===== config.mk =====
export PLATFORM = sky130hd
export DESIGN_NAME = change_return_sequencer
export DESIGN_NICKNAME = d
export VERILOG_FILES = /design/src/rtl/change_return_sequencer.sv
export SDC_FILE = /design/constraint.sdc
export NUM_CORES = 1
export LEC_CHECK = 0
export ABC_CLOCK_PERIOD_IN_PS = 13300
export CORE_AREA = 2 2 133 135
export CTS_CLUSTER_SIZE = 12
export DETAILED_ROUTE_END_ITERATION = 16
export DIE_AREA = 0 0 135 137
export GPL_TIMING_DRIVEN = 0
export PLACE_DENSITY_LB_ADDON = 0.3
export SLEW_MARGIN = 20
export SYNTH_ARGS = -nofsm -noshare
export SYNTH_HDL_FRONTEND = slang
export SYNTH_SLANG_ARGS = --single-unit
export TNS_END_PERCENT = 10

===== constraint.sdc =====
create_clock -name clk -period 13.3 [get_ports clk]
set_clock_uncertainty 0.05 [all_clocks]
set_input_delay 2.66 -clock clk [delete_from_list [all_inputs] [get_ports clk]]
set_output_delay 2.66 -clock clk [all_outputs]
set_load 0.02 [all_outputs]

===== src/rtl/change_return_sequencer.sv =====
// Inactivity timer and greedy change dispenser for the vending machine.
// Optional RETURN_STATS_EN adds o_returned_total (saturating coin sum).
module change_return_sequencer #(
  parameter int NUM_COINS     = 3,
  parameter int NUM_ITEMS     = 4,
  parameter int MONEY_W       = 31,
  parameter int TIME_W        = 32,
  parameter int WAIT_CYCLES   = 10,
  parameter int TRIGGER_DELAY = 2
) (
  input  logic                         clk,
  input  logic                         reset_n,
  input  logic [NUM_COINS-1:0]         i_input_coin,
  input  logic [NUM_ITEMS-1:0]         i_select_item,
  input  logic                         i_trigger_return,
  input  logic [NUM_COINS*MONEY_W-1:0] i_coin_value,
  input  logic [MONEY_W-1:0]           i_balance,
  output logic [NUM_COINS-1:0]         o_return_coin,
  output logic [TIME_W-1:0]            o_wait_time,
  output logic                         o_returning,
  output logic                         o_return_done,
`ifdef RETURN_STATS_EN
  output logic [MONEY_W-1:0]           o_returned_total,
`endif
  output logic [MONEY_W-1:0]           o_residue
);

  typedef enum logic [1:0] {
    S_COUNT,
    S_IDLE,
    S_RETURN,
    S_DONE
  } state_t;

  localparam logic [TIME_W-1:0] WAIT_LD =
    TIME_W'(WAIT_CYCLES);
  localparam logic [TIME_W-1:0] TRIG_LD =
    TIME_W'(TRIGGER_DELAY);

  state_t               state, state_n;
  logic [TIME_W-1:0]    wait_n;
  logic [NUM_COINS-1:0] coin_n;
  logic                 returning_n;
  logic                 done_n;
  logic [MONEY_W-1:0]   residue_n;
  logic [MONEY_W-1:0]   remaining, remaining_n;
  logic                 armed, armed_n;

  logic                 activity;
  logic [MONEY_W-1:0]   src;
  logic [NUM_COINS-1:0] pick_oh;
  logic [MONEY_W-1:0]   pick_val;
  logic                 pick_ok;

  assign activity = (|i_input_coin) | (|i_select_item);

  // Ascending coin values: the last fitting k is the largest coin.
  always_comb begin
    src      = (state == S_RETURN) ? remaining : i_balance;
    pick_oh  = '0;
    pick_val = '0;
    pick_ok  = 1'b0;
    for (int k = 0; k < NUM_COINS; k++) begin
      if (i_coin_value[k*MONEY_W +: MONEY_W] <= src) begin
        pick_oh    = '0;
        pick_oh[k] = 1'b1;
        pick_val   = i_coin_value[k*MONEY_W +: MONEY_W];
        pick_ok    = 1'b1;
      end
    end
  end

  always_comb begin
    state_n     = state;
    wait_n      = o_wait_time;
    coin_n      = '0;
    returning_n = 1'b0;
    done_n      = 1'b0;
    residue_n   = o_residue;
    remaining_n = remaining;
    armed_n     = armed;
    unique case (state)
      S_COUNT: begin
        if (i_trigger_return && armed) begin
          if (o_wait_time > TRIG_LD)
            wait_n = TRIG_LD;
          armed_n = 1'b0;
        end else if (activity) begin
          wait_n = WAIT_LD;
        end else if (o_wait_time != '0) begin
          wait_n = o_wait_time - 1'b1;
        end else if (pick_ok) begin
          state_n     = S_RETURN;
          coin_n      = pick_oh;
          returning_n = 1'b1;
          remaining_n = i_balance - pick_val;
        end else begin
          state_n   = S_IDLE;
          residue_n = i_balance;
        end
      end
      S_IDLE: begin
        if (activity) begin
          state_n = S_COUNT;
          wait_n  = WAIT_LD;
        end
      end
      S_RETURN: begin
        if (pick_ok) begin
          coin_n      = pick_oh;
          returning_n = 1'b1;
          remaining_n = remaining - pick_val;
        end else begin
          state_n   = S_DONE;
          done_n    = 1'b1;
          residue_n = remaining;
        end
      end
      S_DONE: begin
        state_n = S_IDLE;
        armed_n = 1'b1;
      end
      default: begin
        state_n = S_COUNT;
      end
    endcase
  end

  always_ff @(posedge clk or negedge reset_n) begin
    if (!reset_n) begin
      state         <= S_COUNT;
      o_wait_time   <= WAIT_LD;
      o_return_coin <= '0;
      o_returning   <= 1'b0;
      o_return_done <= 1'b0;
      o_residue     <= '0;
      remaining     <= '0;
      armed         <= 1'b1;
    end else begin
      state         <= state_n;
      o_wait_time   <= wait_n;
      o_return_coin <= coin_n;
      o_returning   <= returning_n;
      o_return_done <= done_n;
      o_residue     <= residue_n;
      remaining     <= remaining_n;
      armed         <= armed_n;
    end
  end

`ifdef RETURN_STATS_EN
  logic [MONEY_W-1:0] cur_val;
  logic [MONEY_W:0]   sum;

  always_comb begin
    cur_val = '0;
    for (int k = 0; k < NUM_COINS; k++) begin
      if (o_return_coin[k])
        cur_val = i_coin_value[k*MONEY_W +: MONEY_W];
    end
    sum = {1'b0, o_returned_total} + {1'b0, cur_val};
  end

  always_ff @(posedge clk or negedge reset_n) begin
    if (!reset_n)
      o_returned_total <= '0;
    else if (sum[MONEY_W])
      o_returned_total <= '1;
    else
      o_returned_total <= sum[MONEY_W-1:0];
  end
`endif

endmodule

# After elaboration in Yosys (flattened, before gate mapping)
# Index checks and enable logic that the tools add are counted.
totals:
  reg_bits: 102
  inputBits: 134
  out_inout_bits: 68
  wordCells: 92
classes:
  add_sub_neg: 3
  n_lt_le_gt_ge: 4
  n_eq_ne: 14
  mux: 49
  bitwise: 1
  n_reduce_logical: 13
op_table:
  columns: ["operator", "n"]
  rows:
  - ["$mux W31", 14]
  - ["$mux W32", 5]
  - ["$pmux W31 S2", 2]
  - ["$le A31 B31 Y1", 3]
  - ["$pmux W32 S2", 1]
  - ["$sub A31 B31 Y31", 2]
  - ["$gt A32 B2 Y1 const B", 1]
  - ["$reduce_bool A32 Y1", 1]
  - ["$sub A32 B1 Y32 const B", 1]
  - ["$ne A2 B2 Y1 const B", 9]
  - ["$mux W3", 5]
  - ["$mux W2", 7]
  - ["$reduce_and A6 Y1", 2]
  - ["$mux W1", 11]
  - ["$pmux W2 S4", 1]
  - ["$pmux W3 S2", 1]
  - ["$reduce_bool A2 Y1", 3]
  - ["$reduce_and A5 Y1", 1]
  - ["$eq A2 B2 Y1 const B", 2]
  - ["$ne A4 B4 Y1 const B", 1]
  - ["$pmux W1 S2", 2]
  - ["$reduce_and A4 Y1", 1]
  - ["$reduce_or A4 Y1", 1]
  - ["$ne A3 B3 Y1 const B", 1]
  - ["6 further kinds", 6]

# Depth between registers and ports, before layout
# Gate-level depths: netlist of run 1.
depth:
  word_depth: 12
  ltp_mapped: 32
  depth_no_buf: 26

# Worst setup path before layout of run 1
# No wires, ideal clock.
synth_path:
  kind: "input to register"
  from: "in i_balance[30]"
  to: "reg remaining[27]"
  setup_time_ns: 0.130
  arrival_time_ns: 7.436
  t_required_ns: 13.120
  slack_ns: 5.684
  path_stages: 25
  path_buffers: 3
  cell_sequence: "mux2i_1 ha_1 nand4_1 nor4_1 and3_1 nand3_1 or4_4 o211ai_1 buf_2 buf_1 clkbuf_1 a21oi_1 ha_1 a21o_1 a21o_1 a21o_1 a21oi_1 nor2b_1 o22ai_1 nand4b_1 o21a_1 a211o_1 a21oi_1 xor2_1 o21ai_1"
synth_via:
  elab_chain_cells: 11
  word_cells_on_any_way: 21
  classes_between: "2 x add/sub; 3 x order compare; 2 x eq/ne; 13 x mux; 1 x reduce/logical"
synth_lines:
  columns: ["item", "line", "rtl"]
  rows:
  - ["start: declaration", "17", "input logic [MONEY_W-1:0] i_balance,"]
  - ["$mux W31 (*)", "59", "src = (state == S_RETURN) ? remaining : i_balance;"]
  - ["$le A31 B31 Y1", "64", "if (i_coin_value[k*MONEY_W +: MONEY_W] <= src) begin"]
  - ["$mux W31 (3 in series)", "64", null]
  - ["$sub A31 B31 Y31", "96", "remaining_n = i_balance - pick_val;"]
  - ["$mux W31", "92", "end else if (pick_ok) begin"]
  - ["$mux W31", "90", "end else if (o_wait_time != '0) begin"]
  - ["$mux W31", "88", "end else if (activity) begin"]
  - ["$mux W31", "84", "if (i_trigger_return && armed) begin"]
  - ["$pmux W31 S2", "82", "unique case (state)"]
  - ["end signal: assignment", "146", "remaining <= remaining_n;"]
  - ["end: declaration", "46", "logic [MONEY_W-1:0] remaining, remaining_n;"]
# Mark *: on every way between the ends. The rest lies on a longest branch, timed or not. The select of a mux whose other input is x is not followed.
# A chain may end at the register's enable or synchronous reset.

# Worst setup path in the final report of run 1
# Ends and elaborated chain as after synthesis.

==> results of run 1 <==
==> area by class of cell <==
type,count,area share (%)
Multi-Input combinational cell,940,53.7
Tap cell,225,2.30
Sequential cell,102,20.9
Buffer,50,2.01
Clock inverter,6,0.686
Timing Repair Buffer,202,16.7
Inverter,55,1.69
Clock buffer,10,1.96
==> layer usage <==
metal | share of wire (%) | vias to the layer above | GRT usage, %
met5 | 0 | - | 0
met2 | 46 | 517 | 56.4
met3 | 8.5 | 79 | 4.93
met4 | 3.1 | 0 | 12.4
li1 | - | 4613 | -
met1 | 42 | 4749 | 46.1
==> power by group through the flow <==
| stage | registers, mW | logic, mW | clock network, mW |
|---|---|---|---|
| after floorplan | 0.316 | 0.257 | 0 |
| after global placement | 0.316 | 0.381 | 0 |
| after detailed placement | 0.316 | 0.388 | 0 |
| after CTS | 0.310 | 0.391 | 0.301 |
| after global routing | 0.310 | 0.433 | 0.314 |
| final | 0.310 | 0.399 | 0.299 |
==> path summary, 6_finish.rpt <==
path | slack, ns | depth (start not counted) | endpoint
max in group asynchronous | 10.38 | 2 | o_wait_time[3]
min in group asynchronous | 2.16 | 1 | o_wait_time[0]
min | 0.44 | 2 | remaining[25]
max | 3.76 | 26 | remaining[27]
min reg2reg | 0.44 | 2 | remaining[25]
max reg2reg | 4.34 | 30 | remaining[27]
==> cell usage in the layout, fill, tap and decap left out, drive strengths merged, types with 7 or more instances in the layout <==
cell type / netlist / layout
nor4: 13 / 13
or3: 7 / 7
mux2i: 35 / 35
and3: 10 / 10
clkbuf: 32 / 42
o21ai: 67 / 67
a31oi: 17 / 17
dfrtp: 99 / 99
nor2: 89 / 89
clkdlybuf4s50: 0 / 200
inv: 55 / 60
nor2b: 9 / 9
buf: 18 / 20
nor3: 21 / 21
nand4: 14 / 14
xor2: 21 / 21
maj3: 8 / 8
a21oi: 145 / 145
ha: 96 / 96
a21o: 17 / 17
o31ai: 10 / 10
xnor2: 51 / 51
o21a: 9 / 9
nand2b: 21 / 21
nand2: 115 / 115
nand3: 49 / 49
a211oi: 10 / 10
==> critical path, delay by kind of cell <==
family,cells,cell delay (ns)
adder cells (fa/ha/maj),2,0.62
multiplexers,1,0.53
AO/OA/AOI/OAI,11,1.87
AND/OR/NAND/NOR,7,2.03
XOR/XNOR,1,0.24
buffers and inverters,4,1.74
==> metrics by stage <==
step / instance area (um2) / instances / setup slack [ns] / hold slack [ns]
detailed placement: 11900 / 1574 / 3.65 / 0.427
floorplan: 9570 / 1147 / 5.68 / 0.388
CTS: 12200 / 1590 / 3.95 / 0.443
global route: 12200 / 1590 / 3.49 / 0.463
finish: 12200 / 1590 / 3.76 / 0.442
global placement: 11900 / 1573 / 3.69 / 0.414
==> logic make-up after synthesis <==
group,share of synthesized area (%)
flip-flops,26.7
AND/OR/NAND/NOR,19.7
XOR/XNOR,6.67
buffers and inverters,4.72
adder cells (fa/ha/maj),13.4
multiplexers,5.33
AO/OA/AOI/OAI,23.5
==> synthesized netlist by cell type (all sizes together) (32+ instances only) <==
cell / n / area share, %
a21oi: 145 / 7.8
nand2: 115 / 4.5
dfrtp: 99 / 26
ha: 96 / 13
nor2: 89 / 3.6
o21ai: 67 / 3.5
inv: 55 / 2.2
xnor2: 51 / 4.7
nand3: 49 / 2.6
mux2i: 35 / 4.7
clkbuf: 32 / 1.3
==> state kept, by name, indices dropped and copies added, names as in the netlist <==
signal	cells
armed	1
o_returning	1
o_wait_time	32
o_return_coin	3
remaining	31
o_residue	31
o_return_done	1
state	2
==> metrics.yaml, run 1 <==
root_buffer: "clkbuf_16"
dp_hpwl_um: 24900
finalPower_mw: 1.01
crit_fanout: 10
place.port_buffers: 201
start_util_pct: 56.1
grt_max_degree: 59
drv_cap: 0
dr.pass1.iters: 6
internal-power_uw: 635
grt_use_total_pct: 34.2
clkPwrFrac_pct: 29.6
area_growth_pct: 27.6
max_stage_delay_ns: 0.61
ys_async_sr_fraction_pct: 100
grt_pass1_wl_um: 49100
crit_path_end_kind: "flip-flop"
syn_inst: 1147
fill_cells: 1365
antenna_found_initial: 0
hold_viol: 0
slew_headroom_pct: 31.3
rsz0062_at_grt: "no"
tightest_slew_ns: 1.03
die_area_um2: 18500
worst-endpoint-arrival_ns: 9.71
grt_overflow: 0
power.switching_uw: 373
coreArea_um2: 17100
avgRoutedWirePerCell_um: 20.0
timing.rr.start: "state[1]"
die_x_um: 135
p_seq_share_pct: 30.8
p_comb_share_pct: 39.6
swShare_pct: 37.0
ys_warn_count: 0
cts.sinks: 102
run_status: "complete, no violations"
synth_ff_type: "dfrtp_1"
synth_edf_count: 0
synth_nets: 1377
period_needed_ns: 9.54
drive_above_1_share_pct: 6.30
final_nets: 1590
hp-start: "remaining[25]"
cts_tree: "yes"
cp_slowest_cell: "or4_4"
num_antenna_cells: 0
crit_path_start_kind: "primary input"
postCtsSetupBuffers: 0
slew_violations: 0
routed-via-count: 9958
worstSetupPathType: "primary input to flip-flop"
fmax_mhz: 105
fp.dieH_um: 137
hold_class: "flip-flop to flip-flop"
required_ns: 13.47
synth_cell_type_count: 98
drtAntennaViolNets: 0
ctsLongestPathBuffers: 2
cts-buffers-inserted: 9
ctsResizeCount: 0
dr.first_iter.drc_count: 893
powerDensity_nw_per_um2: 82.5
htreeDepth: 3
clk_pin_slew_ns: 0.08
clk_latency_ns: 0.37
setup_viol: 0
total_leakage_power_nw: 5.24
ys_ff_latch: 102
synth.yosys.seq_area_share_pct: 26.7
register_area_um2: 2560
multiInputGateArea_um2: 6570
post-route-period-util_pct: 71.7
routed_wl_um: 31900
rows: 48
finish.utilization_pct: 71.6
max-vdd-ir-drop_mv: 0.0930
vias_per_cell: 6.26
crit_start: "i_balance[30]"
netlist_area_um2: 9570
pin_count: 202
tns_ns: 0
avgSynthCellArea_um2: 8.35
first_global_vias: 9391
holdBufCountCts: 0
drcViolationCount: 0
place.gp.congestion: 0.976
(Power assumes the default switching activity.)
==> run 2: changes to the inputs <==
ABC_CLOCK_PERIOD_IN_PS = 8000   (was 13300)
CORE_AREA = 2 2 145 147   (was 2 2 133 135)
DIE_AREA = 0 0 147 149   (was 0 0 135 137)
clock period = 8 ns   (was 13.3 ns; I/O delays follow)
==> run 2 against run 1 <==
Sequential share of layout area fell by 0.20 points. Wire length rose by 3.2%. Die area rose by 18%. Worst setup slack got worse by 3.4 ns. Via count fell by 1.9%. Critical path depth rose by 3. Combinational power rose by 68%. Non-clock buffer count did not move. First-iteration DRC count fell by 0.56%. Largest cell class unchanged.
==> metrics.yaml, run 2 (synthesis gave the netlist of run 1 again) <==
run_status: "complete, no violations"  # unchanged
root_buffer: "clkbuf_16"  # unchanged
slew_violations: 0  # unchanged
post-route-period-util_pct: 96.1
hold_class: "flip-flop to flip-flop"  # unchanged
crit_path_end_kind: "flip-flop"  # unchanged
total_leakage_power_nw: 5.27  # was 5.24 nW
cts.sinks: 102  # unchanged
required_ns: 8.20  # was 13.47 ns
first_global_vias: 9395  # was 9391
pin_count: 202  # unchanged
place.gp.congestion: 0.958  # was 0.976
fill_cells: 1823  # was 1365
max_stage_delay_ns: 0.57  # was 0.61 ns
crit_fanout: 10  # unchanged
worstSetupPathType: "flip-flop to flip-flop"  # was primary input to flip-flop
drive_above_1_share_pct: 7.40  # was 6.30%
powerDensity_nw_per_um2: 136  # was 82.5 nW/um2
vias_per_cell: 5.95  # was 6.26
cts_tree: "yes"  # unchanged
clkPwrFrac_pct: 29.4  # was 29.6%
drcViolationCount: 0  # unchanged
clk_latency_ns: 0.38  # was 0.37 ns
dp_hpwl_um: 25700  # was 24900 um
finalPower_mw: 1.68  # was 1.01 mW
area_growth_pct: 28.9  # was 27.6%
critical-path-top-delay-family: "simple AND/OR/NAND/NOR gates"  # unchanged
fmax_mhz: 130
die_area_um2: 21900  # was 18500 um2
cpMostUsedCell: "buf_4"
crit_path_start_kind: "flip-flop"  # was primary input
hold_ws_ns: 0.440  # was 0.442 ns
holdPathEnd: "remaining[2]"  # was remaining[25]
slew_headroom_pct: 23.3  # was 31.3%
dr.pass1.iters: 5  # was 6
coreArea_um2: 20600  # was 17100 um2
htreeDepth: 3  # unchanged
register_area_um2: 2560  # unchanged
internal-power_mw: 1.05  # was 635 uW
p_comb_share_pct: 40.0  # was 39.6%
tightest_slew_ns: 1.15  # was 1.03 ns
r2r_setup_slack_ns: 0.31  # was 4.34 ns
antenna_found_initial: 1  # was 0
reg_top3: "o_wait_time: 32 flops, o_residue: 31 flops, remaining: 31 flops"  # unchanged
rsz0062_at_grt: "yes"  # was no
clk_pin_slew_ns: 0.09  # was 0.08 ns
holdBufCountCts: 0  # unchanged
routed_wl_um: 32900  # was 31900 um
postCtsSetupBuffers: 0  # unchanged
start_util_pct: 46.6  # was 56.1%
final_nets: 1590  # unchanged
hp-start: "remaining[2]"  # was remaining[25]
reg2reg_depth: 29  # was 30
cp_slowest_cell: "or4_4"  # unchanged
setup_viol: 0  # unchanged
final_common_cell: "clkdlybuf4s50_1"  # unchanged
drtAntennaViolNets: 0  # unchanged
fp.dieH_um: 149  # was 137 um
largest-register: "o_wait_time"  # unchanged
avgRoutedWirePerCell_um: 20.0  # about the same
mostFrequentLayoutCells: "clkdlybuf4s50_1 (200), a21oi_1 (141), nand2_1 (115), dfrtp_1 (99), ha_1 (96)"  # unchanged
die_x_um: 147  # was 135 um
largest_register_ffs: 32  # unchanged
swShare_pct: 37.5  # was 37.0%
cts-buffers-inserted: 9  # unchanged
period_needed_ns: 7.69
timing.rr.start: "state[1]"  # unchanged
cp.depth: 29  # was 26
reg2reg_to: "remaining[29]"  # was remaining[27]
rows: 53  # was 48
worst-endpoint-arrival_ns: 7.88  # was 9.71 ns
multiInputGateArea_um2: 6610  # was 6570 um2
ctsLongestPathBuffers: 2  # unchanged
grt_max_degree: 61  # was 59
grt_use_total_pct: 29.9  # was 34.2%
grt_pass1_wl_um: 51000  # was 49100 um
power.switching_uw: 630  # was 373 uW
routed-via-count: 9765  # was 9958
drv_cap: 0  # unchanged
grt_overflow: 0  # unchanged
hold_path_depth: 2  # unchanged
cp_num_buf_inv: 7  # was 4
p_seq_share_pct: 30.7  # was 30.8%
max-vdd-ir-drop_mv: 0.106  # was 0.0930 mV
hold_viol: 0  # unchanged
place.port_buffers: 201  # unchanged
dr.first_iter.drc_count: 888  # was 893
[run 2: tightest hold or removal path, delay by kind of cell (launching register included)]
kind               cells  cell delay [ns]
and+or+nand+nor        1             0.05
AOI/OAI and AO/OA      1             0.06
DFF                    1             0.35
[run 2: power by group through the flow]
stage / Combinational (mW) / Sequential [mW] / Clock, mW
after floorplan: 0.428 / 0.526 / 0
after global placement: 0.644 / 0.526 / 0
after detailed placement: 0.650 / 0.525 / 0
after CTS: 0.656 / 0.515 / 0.498
after global routing: 0.731 / 0.515 / 0.517
final: 0.671 / 0.515 / 0.493
[run 2: what timing repair did]
| item | CTS | global route |
|---|---|---|
| gates cloned | 0 | 0 |
| pin swaps | 0 | 0 |
| resized for setup | 11 | 11 |
| endpoints found under the setup margin | 20 | 14 |
[run 2: worst max-delay path by stage]
stage               slack [ns]           from             to
finish                    0.31       state[1]  remaining[29]
global route             -0.02  i_balance[12]  remaining[30]
CTS                      0.009  i_balance[24]  remaining[27]
detailed placement       -0.76       state[1]  remaining[27]
global placement         -0.68       state[1]  remaining[27]
floorplan                 1.44  i_balance[30]  remaining[27]
[run 2: metrics by stage]
stage | cell area, um2 | setup slack [ns] | util, % | cells | setup TNS [ns]
after floorplan | 9570 | 1.44 | - | 1147 | 0
after global placement | 11900 | -0.684 | 58.0 | 1623 | -6.15
after detailed placement | 12000 | -0.760 | 58.2 | 1624 | -7.91
after CTS | 12300 | 0.00913 | 59.9 | 1640 | 0
after global routing | 12300 | -0.0165 | 60.0 | 1641 | -0.0165
final | 12300 | 0.313 | 60.0 | 1641 | 0
[run 2: cell type report]
cell class	count	area share, %
clock inverter	7	0.801
multi-input combinational	940	53.5
tap	275	2.79
timing repair buffer	202	16.5
inverter	55	1.67
antenna	1	0.0203
buffer	50	2.08
sequential	102	20.7
clock buffer	9	1.83
[run 2: routing by layer]
metal	vias up	track usage (%)	part of all wire (%)
met4	0	11.2	3.3
li1	4617	-	-
met2	430	48.4	46
met5	-	0	0
met1	4648	40.8	44
met3	70	4.46	7.5
==> run 3: changes to the inputs <==
SLEW_MARGIN = 40   (was 20)
==> run 3 against run 2 <==
Critical path depth rose by 1. Via count rose by 0.42%. Combinational power barely moved. Total power fell by 1.3%. Clock-buffer cell count did not move. Cell area barely moved. Die area did not move. Wire length fell by 0.47%. Utilization barely moved. Largest cell class unchanged. Highest routed layer unchanged.
==> metrics.yaml, run 3 (synthesis gave the netlist of run 1 again) <==
first_global_vias: 9377  # was 9395
crit_path_start_kind: "flip-flop"  # unchanged
period_needed_ns: 7.61  # was 7.69 ns
pin_count: 202  # unchanged
dr.first_iter.drc_count: 935  # was 888
reg_top3: "o_wait_time: 32 flops, o_residue: 31 flops, remaining: 31 flops"  # unchanged
largest_register_ffs: 32  # unchanged
grt_use_total_pct: 29.5  # was 29.9%
postCtsSetupBuffers: 0  # unchanged
required_ns: 8.20  # about the same
rows: 53  # unchanged
vias_per_cell: 5.98  # was 5.95
mostFrequentLayoutCells: "clkdlybuf4s50_1 (200), a21oi_1 (141), nand2_1 (115), dfrtp_1 (99), ha_1 (96)"  # unchanged
routed-via-count: 9806  # was 9765
largest-register: "o_wait_time"  # unchanged
design_area_um2: 12300  # about the same
worst-endpoint-arrival_ns: 7.81  # was 7.88 ns
placed_area_um2: 12000  # about the same
grt_max_degree: 61  # unchanged
drcViolationCount: 0  # unchanged
slew_violations: 0  # unchanged
met1_length_um: 14200  # was 14300 um
rsz0062_at_grt: "no"  # was yes
post-route-period-util_pct: 95.2  # was 96.1%
top_layer: "met4"  # unchanged
worstSetupPathType: "flip-flop to flip-flop"  # unchanged
dr.pass1.iters: 5  # unchanged
crit_path_end_kind: "flip-flop"  # unchanged
cp_slowest_cell: "or4_4"  # unchanged
fmax_mhz: 131  # was 130 MHz
place.port_buffers: 201  # unchanged
ctsLongestPathBuffers: 2  # unchanged
cts_tree: "yes"  # unchanged
grt_pass1_wl_um: 50600  # was 51000 um
slew_headroom_pct: 51.2  # was 23.3%
start_util_pct: 46.6  # unchanged
run_status: "complete, no violations"  # unchanged
die_area_um2: 21900  # unchanged
fp.dieH_um: 149  # unchanged
area_growth_pct: 28.8  # was 28.9%
htreeDepth: 3  # unchanged
drive_above_1_share_pct: 7.47  # was 7.40%
hold_class: "flip-flop to flip-flop"  # unchanged
antenna_found_initial: 1  # unchanged
drv_cap: 0  # unchanged
clk_pin_slew_ns: 0.09  # about the same
max_stage_delay_ns: 0.57  # about the same
place.gp.congestion: 0.958  # unchanged
hold_viol: 0  # unchanged
routed_wl_um: 32700  # was 32900 um
setup_viol: 0  # unchanged
dp_hpwl_um: 25700  # about the same
crit_fanout: 10  # unchanged
cts.sinks: 102  # unchanged
drtAntennaViolNets: 0  # unchanged
final_nets: 1590  # unchanged
tightest_slew_ns: 0.732  # was 1.15 ns
cp_num_buf_inv: 7  # unchanged
dr_wl_met2_um: 15000  # about the same
final_cells: 1641  # unchanged
cts-buffers-inserted: 9  # unchanged
final.setup.worst_slack_ns: 0.385  # was 0.313 ns
wl_met3_um: 2490  # was 2450 um
coreArea_um2: 20600  # unchanged
holdBufCountCts: 0  # unchanged
fill_cells: 1843  # was 1823
avgRoutedWirePerCell_um: 19.9  # was 20.0 um
clk_latency_ns: 0.38  # about the same
die_x_um: 147  # unchanged
final_common_cell: "clkdlybuf4s50_1"  # unchanged
max-vdd-ir-drop_mv: 0.110  # was 0.106 mV
grt_overflow: 0  # unchanged
critical-path-top-delay-family: "buffers and inverters"  # was simple AND/OR/NAND/NOR gates
total_leakage_power_nw: 5.27  # about the same
dpl_worst_slack_ns: -0.588  # was -0.760 ns
powerDensity_nw_per_um2: 134  # was 136 nW/um2
dp.cells: 1624  # unchanged
ctsResizeCount: 7  # was 11
root_buffer: "clkbuf_16"  # unchanged
-- run 3: area by class of cell --
type / instances / area [um2] / share of cell area (%)
tap: 275 / 344 / 2.79
buffer: 50 / 256 / 2.08
multi-input combinational: 940 / 6610 / 53.6
sequential: 102 / 2560 / 20.7
clock buffer: 9 / 225 / 1.83
antenna: 1 / 2.50 / 0.0203
clock inverter: 7 / 86.3 / 0.700
inverter: 55 / 206 / 1.67
timing repair buffer: 202 / 2040 / 16.6
-- run 3: final timing paths --
path | to | depth (start not counted) | from | slack [ns]
max reg2reg | remaining[27] | 30 | state[1] | 0.39
min reg2reg | remaining[2] | 2 | remaining[2] | 0.44
min in group asynchronous | o_residue[2] | 1 | reset_n | 1.08
min | remaining[2] | 2 | remaining[2] | 0.44
max | remaining[27] | 30 | state[1] | 0.39
max in group asynchronous | o_wait_time[1] | 2 | reset_n | 6.18
-- run 3: layer usage --
metal | vias to the layer above | global-route usage (%)
li1 | 4627 | -
met1 | 4661 | 40.1
met2 | 449 | 48.1
met3 | 69 | 4.89
met4 | 0 | 10.4
met5 | - | 0
-- run 3: power breakdown --
| group | total [mW] | leakage (nW) | switching [mW] | internal [mW] |
|---|---|---|---|---|
| Combinational | 0.670 | 3.70 | 0.389 | 0.281 |
| Sequential | 0.515 | 1.42 | 0.0000653 | 0.515 |
| Clock | 0.473 | 0.151 | 0.247 | 0.226 |
-- run 3: stage by stage --
stage	power [mW]	setup TNS (ns)	hold slack (ns)	util, %
floorplan	0.954	0	0.388	-
CTS	1.65	0	0.439	59.8
global route	1.74	0	0.469	60.0
detailed placement	1.18	-5.33	0.421	58.2
global placement	1.17	-6.15	0.413	58.0
finish	1.66	0	0.438	60.0
-- run 3: worst register-to-register path, delay by kind of cell, from the launching register on --
kind / cells / cell delay, ns
flops: 1 / 0.32
mux: 1 / 0.52
fa+ha+maj: 2 / 0.57
xor+xnor: 1 / 0.16
compound gates: 11 / 1.87
simple gates: 8 / 1.94
buf+inv: 7 / 2.08
